`config.mk`:
```
export PLATFORM = sky130hd
export DESIGN_NAME = pcu_hs
export DESIGN_NICKNAME = d
export VERILOG_FILES = /design/src/rtl/pcu_hs.sv
export SDC_FILE = /design/constraint.sdc
export NUM_CORES = 1
export LEC_CHECK = 0
export ABC_AREA = 1
export CAP_MARGIN = 15
export CORE_MARGIN = 2
export CORE_UTILIZATION = 55
export CTS_CLUSTER_DIAMETER = 150
export DETAILED_ROUTE_END_ITERATION = 7
export PLACE_DENSITY_LB_ADDON = 0.08
export RECOVER_POWER = 50
export SYNTH_ARGS = -nofsm -noshare
export SYNTH_HDL_FRONTEND = slang
export SYNTH_SLANG_ARGS = --single-unit
```
`constraint.sdc`:
```
create_clock -name clk -period 5.1 [get_ports clk]
set_input_delay 0.51 -clock clk [delete_from_list [all_inputs] [get_ports clk]]
set_output_delay 0.51 -clock clk [all_outputs]
set_load 0.02 [all_outputs]
```
`src/rtl/pcu_hs.sv`:
```
// Program-counter unit: hands each PC to the fetch unit over valid/ready, then
// holds until the execute unit commits that instruction and selects the next PC.
module pcu_hs #(
    parameter int unsigned      XLEN         = 32,
    parameter logic [XLEN-1:0]  RESET_VECTOR = XLEN'(32'h8000_0000),
    parameter int unsigned      IALIGN       = 32,
    parameter int unsigned      CNT_W        = 32
) (
    input  logic             clk,
    input  logic             rst,
    output logic             pc_valid,
    input  logic             pc_ready,
    output logic [XLEN-1:0]  pc,
    input  logic             commit_valid,
    input  logic [XLEN-1:0]  imm,
    input  logic [XLEN-1:0]  rs1_data,
    input  logic             jal_en,
    input  logic             jalr_en,
    input  logic             branch_en,
    input  logic             branch_taken,
    input  logic             ecall_en,
    input  logic             mret_en,
    input  logic [XLEN-1:0]  mtvec,
    input  logic [XLEN-1:0]  mepc,
    output logic             misalign_trap,
    output logic [XLEN-1:0]  misalign_addr,
    output logic [CNT_W-1:0] issue_cnt
);

    localparam logic [XLEN-1:0] ALIGN_MASK = (IALIGN == 32) ? ~XLEN'(3) : ~XLEN'(1);
    localparam logic [XLEN-1:0] INSN_STEP  = (IALIGN == 32) ? XLEN'(4) : XLEN'(2);

    typedef enum logic [1:0] {
        S_BOOT  = 2'd0,
        S_ISSUE = 2'd1,
        S_WAIT  = 2'd2
    } state_t;

    state_t r_state;
    state_t w_state_nxt;

    logic [XLEN-1:0]  r_pc;
    logic [XLEN-1:0]  r_misalign_addr;
    logic             r_misalign_trap;
    logic [CNT_W-1:0] r_issue_cnt;

    logic             w_fire;
    logic             w_commit;
    logic             w_is_jump;
    logic             w_use_target;
    logic             w_misalign;
    logic [XLEN-1:0]  w_jal_tgt;
    logic [XLEN-1:0]  w_jalr_tgt;
    logic [XLEN-1:0]  w_target;
    logic [XLEN-1:0]  w_next_pc;

    function automatic logic [XLEN-1:0] f_align(input logic [XLEN-1:0] addr);
        return addr & ALIGN_MASK;
    endfunction

    // Only the bit that the active alignment cares about is inspected.
    function automatic logic f_misaligned(input logic [XLEN-1:0] addr);
        return (IALIGN == 32) ? addr[1] : addr[0];
    endfunction

    assign w_fire     = (r_state == S_ISSUE) && pc_ready;
    assign w_commit   = (r_state == S_WAIT) && commit_valid;
    assign w_is_jump  = jal_en || (branch_en && branch_taken);
    assign w_jal_tgt  = r_pc + imm;
    assign w_jalr_tgt = (rs1_data + imm) & ~XLEN'(1);

    always_comb begin
        w_next_pc    = r_pc + INSN_STEP;
        w_target     = '0;
        w_use_target = 1'b0;
        w_misalign   = 1'b0;
        if (ecall_en) begin
            w_next_pc = f_align(mtvec);
        end else if (mret_en) begin
            w_next_pc = f_align(mepc);
        end else if (w_is_jump) begin
            w_target     = w_jal_tgt;
            w_use_target = 1'b1;
        end else if (jalr_en) begin
            w_target     = w_jalr_tgt;
            w_use_target = 1'b1;
        end
        // Computed targets that break alignment are redirected to the trap vector.
        if (w_use_target) begin
            if (f_misaligned(w_target)) begin
                w_next_pc  = f_align(mtvec);
                w_misalign = 1'b1;
            end else begin
                w_next_pc  = w_target;
            end
        end
    end

    always_ff @(posedge clk or posedge rst) begin
        if (rst) begin
            r_state <= S_BOOT;
        end else begin
            r_state <= w_state_nxt;
        end
    end

    always_comb begin
        w_state_nxt = r_state;
        case (r_state)
            S_BOOT:  w_state_nxt = S_ISSUE;
            S_ISSUE: if (pc_ready)     w_state_nxt = S_WAIT;
            S_WAIT:  if (commit_valid) w_state_nxt = S_ISSUE;
            default: w_state_nxt = S_BOOT;
        endcase
    end

    always_comb begin
        pc_valid = (r_state == S_ISSUE);
    end

    always_ff @(posedge clk or posedge rst) begin
        if (rst) begin
            r_pc            <= RESET_VECTOR;
            r_issue_cnt     <= '0;
            r_misalign_trap <= 1'b0;
            r_misalign_addr <= '0;
        end else begin
            r_misalign_trap <= w_commit && w_misalign;
            if (w_fire) begin
                r_issue_cnt <= r_issue_cnt + CNT_W'(1);
            end
            if (w_commit) begin
                r_pc <= w_next_pc;
                if (w_misalign) begin
                    r_misalign_addr <= w_target;
                end
            end
        end
    end

    assign pc            = r_pc;
    assign misalign_trap = r_misalign_trap;
    assign misalign_addr = r_misalign_addr;
    assign issue_cnt     = r_issue_cnt;

endmodule

```
==> results.toml <==
[outcome]
status = "finished, violations left"
violations = "capacitance limit, slew limit"

[clocking]
tritoncts = "built"
cts_buffer_depth = 2
clock_latency_ns = 0.37
h-tree-depth = 3
clkTransAtPathRegs_ns = 0.09
cts.sinks = 98
numCtsBuffers = 9
cts_resized = 0
postCtsHoldBufs = 0
cts_root_buf = "clkbuf_16"
cts_setup_buffers = 0

[setup_path]
crit_chain = "clkdlybuf4s50_1 > buf_4 > nor2_4 > buf_4 > nand2_1 > nor2_2 > inv_2 > nor2_4 > inv_2 > nand2_1 > o21ai_1"
critPathArrivalTime_ns = 3.65
slowest_stage = "nor2_4"
worst_setup_path_end_kind = "register"
worstSetupPathType = "input pin to register"
slowest_delay_ns = 0.51
cp_max_fo = 40
critPathLaunchType = "input pin"
cp.required_ns = 5.32

[yosys]
synth-edff-count = 0
synth_compound_area_frac = 0.0996
synthCells = 1909
synthFlopType = "dfrtp_1"
synth.distinct_cells = 54
ys_top_cells_by_area = "nand2_1 (24%), dfrtp_1 (22%), inv_1 (9.5%)"
ys_async_sr_fraction = 1.00
synth_top_family_by_area = "simple AND/OR/NAND/NOR gates"
yosysSeqAreaShare = 0.222
netlist.area_leader.share = 0.242
yosysWarnings = 0
synthAdderAreaFrac = 0.0733
syn-cell-area_um2 = 11000
synth-xor-area-share = 0.0413
yosys.area_share.simple = 0.448
avgSynthCellArea_um2 = 5.78
synth_area_leader_cell = "nand2_1"
ys_ff_latch = 98
syn_nets = 2111
synth_mux_area_frac = 0

[cells_and_area]
seqCellArea_um2 = 2450
syn_to_final_growth_pct = 25.4
drive_gt1_frac = 0.0344
fin_area_um2 = 13800
multi_input_area_um2 = 7250
nNetsFinal = 2322
fin_util = 0.706
n_fill_cell = 1788
layout_commonest_cell = "nand2_1"
final_cell_mix = "nand2_1 (711), inv_1 (280), clkdlybuf4s50_1 (195)"
diodes = 0
final_cells = 2390

[sta]
hold_violations = 0
tightest_slew_ns = 2.24
max_freq_ghz = 0.292
maxSlewHeadroom = -0.505
grt_setup_unrepaired = "false"
fin_crit_sh = 0.671
period_minus_slack_ns = 3.42
final.setup_skew_ns = 0.0131
setup_viol = 0
fin_setup_tns_ns = 0
drv_slew = 50

[placement]
placed_cells = 2374
io_buffers = 230
dpl_cell_area_um2 = 13600
dp_hpwl_um = 31900
gp_congestion = 0.959

[die]
core-area_um2 = 19600
die_h_um = 146
start_util = 0.563
placementRows = 51
fp.dieW_um = 146
die-area_um2 = 21200
io_pins = 236

[route]
vias = 13300
wl_met1_um = 16300
firstDrtPassIters = 7
route.met3.wl_um = 4390
postRouteAntennaNets = 0
wl_per_cell_um = 16.5
routed_wl_um = 39300
top_layer = "met4"
drc = 0
wl_met2_um = 17400
viasPerCell = 5.55
drt_iter0_markers = 1126

[global_route]
grt_max_degree = 51
antenna_found_initial = 0
grt_use_total = 0.365
overflow = 0
grt_pass1_wl_um = 62000
grt_pass1_vias = 12100

[pwr]
net-switching-power_uw = 2760
p_int_uw = 2560
total_power_uw = 5320
sw_frac_of_total = 0.519
leakage_uw = 0.00745
p_per_area_nw_per_um2 = 385
power_frac_comb = 0.607
clockPowerShare = 0.139
ir_drop_mv = 0.405
sequentialPowerShare = 0.253

[job]
cap_violations = 1

[worst_hold_path]
holdCritPathClass = "register to register"
==> kinds of logic after synthesis <==
| logic type | count (synthesis) |
|---|---|
| simple gates | 1163 |
| buf+inv | 334 |
| compound gates | 197 |
| flops | 98 |
| fa+ha+maj | 64 |
| xor+xnor | 52 |
| other cells | 1 |
==> registers in the layout (all words and copies together), names as in the netlist <==
signal	flops
misalign_trap	1
pc	31
misalign_addr	32
issue_cnt	32
r_state	2
==> per-layer routing <==
metal  track usage  vias up
met5             0        -
met4         0.124        0
met3        0.0486       91
met2         0.591      726
met1         0.506     5977
li1              -     6461
==> path summary, 6_finish.rpt <==
| kind | start | endpoint | slack, ns | cells after the start |
|---|---|---|---|---|
| worst max-delay path | ecall_en | misalign_addr[12]$_DFFE_PP0P_ | 1.68 | 11 |
| worst min-delay path | misalign_addr[1]$_DFFE_PP0P_ | misalign_addr[1]$_DFFE_PP0P_ | 0.47 | 1 |
| worst max register to register | r_state[1]$_DFFE_PP0P_ | issue_cnt[29]$_DFFE_PP0P_ | 2.03 | 11 |
| worst min register to register | misalign_addr[1]$_DFFE_PP0P_ | misalign_addr[1]$_DFFE_PP0P_ | 0.47 | 1 |
| max in group asynchronous | rst | issue_cnt[20]$_DFFE_PP0P_ | 1.90 | 3 |
| min in group asynchronous | rst | issue_cnt[2]$_DFFE_PP0P_ | 1.18 | 2 |
==> worst max-delay path: cells and delay by family <==
kind | cells | cell delay (ns)
buf+inv | 5 | 1.62
simple gates | 5 | 1.41
compound gates | 1 | 0.09
==> area by class of cell <==
class / instances / share of cell area
clock buffer: 9 / 0.0163
inverter: 293 / 0.0796
clock inverter: 7 / 0.00660
tap: 265 / 0.0240
multi-input combinational: 1477 / 0.524
sequential: 98 / 0.177
timing repair buffer: 241 / 0.172
==> synth_stat cells (15+ instances only) <==
master and count:
a21oi_1 87, clkbuf_1 29, dfrtp_1 97, ha_1 63, inv_1 280, nand2_1 711, nand3_1 186, nand4_1 18
nor2_1 162, nor3_1 25, o211ai_1 15, o21ai_0 50, o21ai_1 16, or2_2 18, xnor2_1 16, xor2_1 36
==> power by group through the flow <==
| stage | combinational, µW | clock (µW) | sequential (µW) |
|---|---|---|---|
| 4_1_cts | 3200 | 739 | 1320 |
| 6_report | 3230 | 740 | 1350 |
| 5_1_grt | 3580 | 773 | 1370 |
| 2_1_floorplan | 1930 | 0 | 1410 |
| 3_5_place_dp | 3180 | 0 | 1340 |
| 3_3_place_gp | 3120 | 0 | 1340 |
==> through the flow <==
stage	setup slack [ns]	hold slack [ns]
after detailed placement	1.42	0.457
final	1.68	0.472
after floorplan	2.03	0.520
after global placement	1.47	0.458
after global routing	1.30	0.495
after CTS	1.76	0.478
Note: power is estimated with default switching activity, not from simulation.
